`src/rtl/nice_stream_line_arb.sv`:
```
// Line-granular round-robin arbiter: one producer owns the shared byte stream
// until it sends a newline ('\n' or '\r') or hits MAX_LINE bytes.
module nice_stream_line_arb #(
    parameter  int NUM_REQ  = 4,
    parameter  int DATA_W   = 8,
    parameter  int MAX_LINE = 256,
    localparam int SRC_W    = $clog2(NUM_REQ),
    localparam int CNT_W    = $clog2(MAX_LINE + 1)
) (
    input  logic                      clk,
    input  logic                      rst_n,
    input  logic [NUM_REQ-1:0]        req_valid,
    input  logic [NUM_REQ*DATA_W-1:0] req_data,
    output logic [NUM_REQ-1:0]        req_ready,
    output logic                      out_valid,
    output logic [DATA_W-1:0]         out_data,
    input  logic                      out_ready,
    output logic [SRC_W-1:0]          out_src,
    output logic                      out_sol,
    output logic                      busy,
    output logic                      cut_evt
);

    typedef enum logic {IDLE, LOCKED} state_t;

    state_t             state;
    logic [SRC_W-1:0]   grant;
    logic [SRC_W-1:0]   last_grant;
    logic [SRC_W-1:0]   next_grant;
    logic [SRC_W:0]     idx;
    logic               any_req;
    logic [CNT_W-1:0]   byte_cnt;
    logic [DATA_W-1:0]  slot [NUM_REQ];
    logic               fire;
    logic               is_nl;
    logic               last_byte;

    always_comb begin
        for (int i = 0; i < NUM_REQ; i++) begin
            slot[i] = req_data[i*DATA_W +: DATA_W];
        end
    end

    // Scan farthest-to-nearest from last_grant so the nearest valid requester is the final assignment.
    always_comb begin
        next_grant = last_grant;
        any_req    = 1'b0;
        idx        = '0;
        for (int k = NUM_REQ; k >= 1; k--) begin
            idx = {1'b0, last_grant} + (SRC_W+1)'(k);
            if (idx >= (SRC_W+1)'(NUM_REQ)) begin
                idx = idx - (SRC_W+1)'(NUM_REQ);
            end
            if (req_valid[idx[SRC_W-1:0]]) begin
                next_grant = idx[SRC_W-1:0];
                any_req    = 1'b1;
            end
        end
    end

    always_comb begin
        req_ready = '0;
        out_valid = 1'b0;
        out_data  = '0;
        out_sol   = 1'b0;
        if (state == LOCKED) begin
            req_ready[grant] = out_ready;
            out_valid        = req_valid[grant];
            out_data         = slot[grant];
            out_sol          = (byte_cnt == '0);
        end
    end

    assign fire      = out_valid && out_ready;
    assign is_nl     = (out_data[7:0] == 8'h0A) || (out_data[7:0] == 8'h0D);
    assign last_byte = (byte_cnt == CNT_W'(MAX_LINE - 1));
    assign busy      = (state == LOCKED);
    assign out_src   = grant;

    // A newline on the final allowed byte is an ordinary release, so cut_evt stays low.
    always_ff @(posedge clk or negedge rst_n) begin
        if (!rst_n) begin
            state      <= IDLE;
            grant      <= '0;
            last_grant <= SRC_W'(NUM_REQ - 1);
            byte_cnt   <= '0;
            cut_evt    <= 1'b0;
        end else begin
            cut_evt <= 1'b0;
            case (state)
                IDLE: begin
                    if (any_req) begin
                        grant    <= next_grant;
                        byte_cnt <= '0;
                        state    <= LOCKED;
                    end
                end
                LOCKED: begin
                    if (fire) begin
                        if (is_nl || last_byte) begin
                            state      <= IDLE;
                            last_grant <= grant;
                            byte_cnt   <= '0;
                            cut_evt    <= !is_nl;
                        end else begin
                            byte_cnt <= byte_cnt + CNT_W'(1);
                        end
                    end
                end
                default: state <= IDLE;
            endcase
        end
    end

endmodule
```
`config.mk`:
```
export PLATFORM = sky130hd
export DESIGN_NAME = nice_stream_line_arb
export DESIGN_NICKNAME = d
export VERILOG_FILES = /design/src/rtl/nice_stream_line_arb.sv
export SDC_FILE = /design/constraint.sdc
export NUM_CORES = 1
export LEC_CHECK = 0
export CAP_MARGIN = 5
export CORE_ASPECT_RATIO = 1.25
export CORE_MARGIN = 2
export CORE_UTILIZATION = 38
export CTS_BUF_LIST = sky130_fd_sc_hd__clkbuf_8
export CTS_CLUSTER_SIZE = 12
export DETAILED_ROUTE_END_ITERATION = 7
export PLACE_DENSITY_LB_ADDON = 0.15
export SYNTH_ARGS = -nofsm -noshare
export SYNTH_HDL_FRONTEND = slang
export SYNTH_SLANG_ARGS = --single-unit
export TNS_END_PERCENT = 1
```
`constraint.sdc`:
```
create_clock -name clk -period 2.15 [get_ports clk]
set_input_delay 0.43 -clock clk [delete_from_list [all_inputs] [get_ports clk]]
set_output_delay 0.43 -clock clk [all_outputs]
set_load 0.01 [all_outputs]
```
# After elaboration in Yosys (flattened, before gate mapping)
# Cells that the tools add are included.
word_totals:
  in_bits: 39
  latch_bits: 0
  n_memories: 0
  out_inout_bits: 18
  ramBits: 0
  romBits: 0
  wordCells: 84
  regBits: 15
classes:
  muxes: 42
  n_lt_le_gt_ge: 11
  bitwise_logic: 3
  div: 0
  shifts: 0
  n_addsub: 9
  reduce_logical: 9
  n_eq_ne: 5
  multipliers: 0
ops:
  columns: ["op", "n"]
  rows:
  - ["two-way mux 9 bit", 3]
  - ["two-way mux 8 bit", 3]
  - ["two-way mux 1 bit", 18]
  - ["case mux 9 bit (2 select lines)", 1]
  - ["binary-select mux 8 bit (select 2 bit)", 1]
  - ["== test 8 x 4 -> 1 bit (second input constant)", 2]
  - ["two-way mux 2 bit", 8]
  - ["greater-or-equal comparator 3 bit (second input constant)", 5]
  - ["< comparator 2 x 3 -> 1 bit (second input constant)", 5]
  - ["binary-select mux 1 bit (select 2 bit)", 5]
  - ["adder 9 x 1 -> 9 bit (second input constant)", 1]
  - ["== test 9 x 8 -> 1 bit (second input constant)", 1]
  - ["zero test 9 bit", 1]
  - ["subtractor 2 x 1 -> 2 bit (second input constant)", 4]
  - ["adder 2 x 2 -> 3 bit (second input constant)", 2]
  - ["AND 4 bit", 1]
  - ["two-way mux 4 bit", 1]
  - ["AND reduction 2 bit", 2]
  - ["adder 2 x 1 -> 3 bit (second input constant)", 1]
  - ["adder 2 x 3 -> 3 bit (second input constant)", 1]
  - ["NOT 2 -> 3 bit", 1]
  - ["AND reduction 3 bit", 1]
  - ["demux 1 bit (select 2 bit)", 1]
  - ["greater-or-equal comparator 2 x 1 -> 1 bit (second input constant)", 1]
  - ["7 further kinds", 9]

# Logic depth before layout (Yosys ltp)
depth:
  depth_word: 11
  ltp_mapped: 8
  depth_no_buf: 8

# Least setup slack after synthesis
# No wires, ideal clock.
synth_path:
  path_type: "flip-flop to flip-flop"
  from: "register grant[0], in the netlist out_src[0]"
  to: "register last_grant[0]"
  required_ps: 2068
  n_path_buf: 1
  path_stages_with_launch: 7
  setup_time_ps: 82
  synth_period_minus_slack_ps: 2188
  path_slack_ps: -38
  arrival_time_ps: 2106
  path_cell_list: "dfrtp_1 > buf_6 > mux4_2 > and3b_1 > o2111a_1 > o21ai_0 > mux2_2"
synth_between:
  elab_chain_cells: 9
  word_cells_on_any_way: 14
  cone_classes: "2 x eq/ne; 7 x mux; 1 x bitwise; 4 x reduce/logical"
synth_lines:
  columns: ["item", "line_no", "source"]
  rows:
  - ["from (decl)", "27", "logic [SRC_W-1:0] grant;"]
  - ["from (signal assigned)", "93", "grant <= next_grant;"]
  - ["NOT 2 -> 3 bit (implied by the code)", "69", "out_data = slot[grant];"]
  - ["binary-select mux 8 bit (select 2 bit)", "69", null]
  - ["two-way mux 8 bit (implied by the code) (2 in series)", "69", null]
  - ["two-way mux 8 bit", "66", "if (state == LOCKED) begin"]
  - ["== test 8 x 4 -> 1 bit", "75", "assign is_nl = (out_data[7:0] == 8'h0A) || (out_data[7:0] == 8'h0D);"]
  - ["logical OR 1 bit", "75", null]
  - ["logical OR 1 bit", "100", "if (is_nl || last_byte) begin"]
  - ["AND reduction 3 bit (no source line)", null, null]
  - ["to (signal assigned)", "85", "last_grant <= SRC_W'(NUM_REQ - 1);"]
  - ["to (signal assigned)", "102", "last_grant <= grant;"]
  - ["to (decl)", "28", "logic [SRC_W-1:0] last_grant;"]
# Parallel ways exist; a longest one is shown, timed or not. The select of a mux whose other input is x is not followed.
# A chain may end at the register's enable or synchronous reset.

# Worst setup path after layout
layout_path:
  from: "input req_data[24]"
  to: "register byte_cnt[5]"
layout_between:
  elab_chain_cells: 10
  word_cells_on_any_way: 11
  cone_classes: "2 x eq/ne; 7 x mux; 2 x reduce/logical"
layout_lines:
  columns: ["item", "line_no", "source"]
  rows:
  - ["from (decl)", "13", "input logic [NUM_REQ*DATA_W-1:0] req_data,"]
  - ["binary-select mux 8 bit (select 2 bit) *", "69", null]
  - ["two-way mux 8 bit (implied by the code) * (2 in series)", "69", null]
  - ["two-way mux 8 bit *", "66", null]
  - ["== test 8 x 4 -> 1 bit", "75", null]
  - ["logical OR 1 bit *", "75", null]
  - ["logical OR 1 bit *", "100", null]
  - ["two-way mux 9 bit *", "100", null]
  - ["two-way mux 9 bit *", "99", "if (fire) begin"]
  - ["case mux 9 bit (2 select lines) *", "90", "case (state)"]
  - ["to (signal assigned)", "106", "byte_cnt <= byte_cnt + CNT_W'(1);"]
  - ["to (decl)", "32", "logic [CNT_W-1:0] byte_cnt;"]
# Mark *: on every way between the ends. The rest lies on a longest branch, timed or not. The select of a mux whose other input is x is not followed.

==> flow_metrics.env <==
export IMPL_worst_path_buf_inv=1
export IMPL_synth_seq_cells=15
export IMPL_tns_ns=-0.416
export IMPL_cap_violations=0
export IMPL_rsz0062_at_grt="true"
export IMPL_crit_fanout=4
export IMPL_syn_to_final_growth_pct=66.2
export IMPL_initial_core_util_pct=40.4
export IMPL_stdcell_area_sq_um=1990
export IMPL_cts_root_buffer="clkbuf_8"
export IMPL_wl_per_cell_microns=15.6
export IMPL_synth_async_reset_ratio_pct=100
export IMPL_cts_tree="done"
export IMPL_relSlewSlack_pct=55.6
export IMPL_cp_top_family="simple AND/OR/NAND/NOR gates"
export IMPL_drc=0
export IMPL_synth_net_count=165
export IMPL_synthTopCellsByCount="dfrtp_1 (13), and2_1 (11), nor2_1 (10)"
export IMPL_drt_iter0_drc=27
export IMPL_cp_data_arrival_time_ns=2.46
export IMPL_core_area_sq_um=2970
export IMPL_p_leak_nw=0.912
export IMPL_path_cells="clkdlybuf4s50_1 > mux4_2 > and3b_1 > o2111a_2 > or4_1 > a31oi_1"
export IMPL_synthCells=123
export IMPL_startpoint_type="input pin"
export IMPL_setup_viol=8
export IMPL_reg2reg_depth=6
export IMPL_die_x_microns=54.3
export IMPL_avgSynthCellArea_sq_um=9.76
export IMPL_vias=1307
export IMPL_dr_max_layer_used="met4"
export IMPL_wl_met2_microns=1860
export IMPL_critical_path_slowest_cell="mux4_2"
export IMPL_dpl_cell_area_sq_um=1920
export IMPL_hold_viol_final=0
export IMPL_grt_pass1_wl_microns=5730
export IMPL_clock_latency_ns=0.25
export IMPL_ys_top_cells_by_area="dfrtp_1 (27%), mux4_2 (13%), and2_1 (5.7%)"
export IMPL_antenna_found_initial=0
export IMPL_clk_pin_slew_ns=0.06
export IMPL_synth_top_cell_by_area="dfrtp_1"
export IMPL_hold_path_class="flip-flop to flip-flop"
export IMPL_n_antenna_cell=0
export IMPL_first_global_vias=1318
export IMPL_numCtsBuffers=3
export IMPL_cp_num_cells=6
export IMPL_skew_ns=0.00244
export IMPL_ant_nets=0
export IMPL_synth_seq_area_share_pct=31.5
export IMPL_crit_required_ns=2.32
export IMPL_clockBufferDepth=2
export IMPL_yosysMostFrequentCell="dfrtp_1"
export IMPL_status="finished, violations left"
export IMPL_route_met3_wl_microns=358
export IMPL_synth_flop_cell="dfrtp_1"
export IMPL_max_freq_mhz=437
export IMPL_synthDominantCellAreaShare_pct=27.1
export IMPL_hold_ws_ns=0.564
export IMPL_failed_checks="negative setup slack"
export IMPL_r2r_start="out_src[0]$_DFFE_PN0P_"
export IMPL_viasPerCell=5.56
export IMPL_fp_dieArea_sq_um=3630
export IMPL_num_nets_final=242
export IMPL_setup_slack_ns=-0.137
export IMPL_worst_slew_pin_slew_ns=0.664
export IMPL_layout_drive_gt1_share_pct=27.6
export IMPL_r2r_end="byte_cnt[5]$_DFFE_PN0P_"
export IMPL_maxSlewViolCount=0
export IMPL_synth_warnings=0
export IMPL_min_period_over_period_pct=106
export IMPL_peakVddDrop_v=0.000485
export IMPL_cp_end_kind="flip-flop"
export IMPL_synth_cell_types=38
export IMPL_die_h_microns=66.8
export IMPL_grt_overflow_total=0
export IMPL_clock_sinks=15
export IMPL_dr_pass1_iters=4
export IMPL_worstSetupPathType="input pin to flip-flop"
export IMPL_wl_met1_microns=1370
export IMPL_n_fill_cell=240
export IMPL_rows=22
export IMPL_cpPeakStageDelay_ns=0.50
export IMPL_holdBufCountCts=0
export IMPL_power_density_nw_per_um2=778
export IMPL_synth_edf_count=0
export IMPL_r2r_setup_slack_ns=-0.11
export IMPL_io_pins=57
export IMPL_setup_worst_path_start="req_data[24]"
export IMPL_grt_max_degree=16
export IMPL_synth_area_sq_um=1200
export IMPL_critical_path_endpoint="byte_cnt[5]$_DFFE_PN0P_"
export IMPL_htreeDepth=1
export IMPL_gp_congestion=0.863
export IMPL_drt_total_wl_microns=3680
export IMPL_hpwl_microns=2920
export IMPL_finalCriticalPeriod_ns=2.29
export IMPL_grt_usage_pct=21.6
export IMPL_portBuffers=56
==> registers in the layout, indices dropped and copies added (netlist names) <==
signal,flops
last_grant,2
cut_evt,1
out_src,2
byte_cnt,9
busy,1
==> stage by stage <==
step	setup WS (ns)	cells	total power, mW	util [%]
2_1_floorplan	-0.0289	123	0.900	-
3_3_place_gp	-0.402	229	1.31	64.7
3_5_place_dp	-0.413	229	1.34	64.7
4_1_cts	-0.130	235	1.57	66.8
5_1_grt	-0.199	235	1.68	67.1
6_report	-0.137	235	1.55	67.1
==> where the power goes <==
part	leakage [nW]	switching (mW)	total, mW	internal (mW)
combinational	0.707	0.377	0.886	0.508
sequential	0.179	0.0836	0.442	0.358
clock	0.0269	0.0985	0.225	0.127
==> worst min-delay path by stage <==
stage                                        from                       to  cells past startpoint
after global placement    byte_cnt[5]$_DFFE_PN0P_  byte_cnt[5]$_DFFE_PN0P_                      1
after CTS                 byte_cnt[5]$_DFFE_PN0P_  byte_cnt[5]$_DFFE_PN0P_                      1
final                     byte_cnt[5]$_DFFE_PN0P_  byte_cnt[5]$_DFFE_PN0P_                      1
after global routing      byte_cnt[7]$_DFFE_PN0P_  byte_cnt[7]$_DFFE_PN0P_                      1
after floorplan                             rst_n           busy$_DFF_PN0_                      0
after detailed placement  byte_cnt[5]$_DFFE_PN0P_  byte_cnt[5]$_DFFE_PN0P_                      1
==> final cells by class <==
cell class / instances / area, sq um / area share (%)
clock buffer: 3 / 41.3 / 2.07
clock inverter: 1 / 3.75 / 0.188
sequential: 15 / 380 / 19.1
multi-input combinational: 95 / 782 / 39.2
timing repair buffer: 78 / 716 / 35.9
inverter: 7 / 26.3 / 1.32
tap: 36 / 45.0 / 2.26
==> what timing repair did <==
action | CTS | global route
gates resized for setup | 35 | 14
endpoints found under the hold margin | 0 | 0
gates cloned | 0 | 0
endpoints found under the setup margin | 27 | 20
buffers inserted | 2 | 0
pin swaps | 2 | 0
==> metal layers <==
layer  track usage (%)  up-vias
li1                  -      617
met1              24.9      628
met2              37.3       53
met3              3.14        9
met4              11.3        0
met5                 0        -
==> cells by family after synthesis <==
kind of cell | Yosys count | share of synthesized area (%)
AOI/OAI and AO/OA | 28 | 16.6
xor gates and xnor gates | 1 | 0.730
DFF | 15 | 31.5
and+or+nand+nor | 50 | 22.1
adders and majority gates | 3 | 3.13
buffers and inverters | 13 | 4.90
muxes | 13 | 21.1
==> cells in the final DEF, fill, tap and decap left out, types with 2 or more instances in the layout <==
cell type / instances
nand2_1: 9
inv_1: 8
o22ai_1: 2
a31oi_1: 3
clkdlybuf4s50_1: 37
clkdlybuf4s15_2: 2
dfrtp_2: 2
and3_1: 3
nor4_1: 3
nand3_1: 5
buf_2: 3
clkbuf_8: 3
buf_4: 21
a22o_1: 4
mux2i_1: 2
clkbuf_2: 2
a31o_2: 2
nor3b_1: 3
dlygate4sd2_1: 5
nor2_1: 9
mux4_2: 9
dfrtp_1: 11
dfstp_2: 2
ha_1: 3
and2_1: 10
a21oi_1: 2
mux2_2: 2
o21ai_0: 6
dlymetal6s2s_1: 6
No activity file was read; power rests on OpenSTA's default activity.
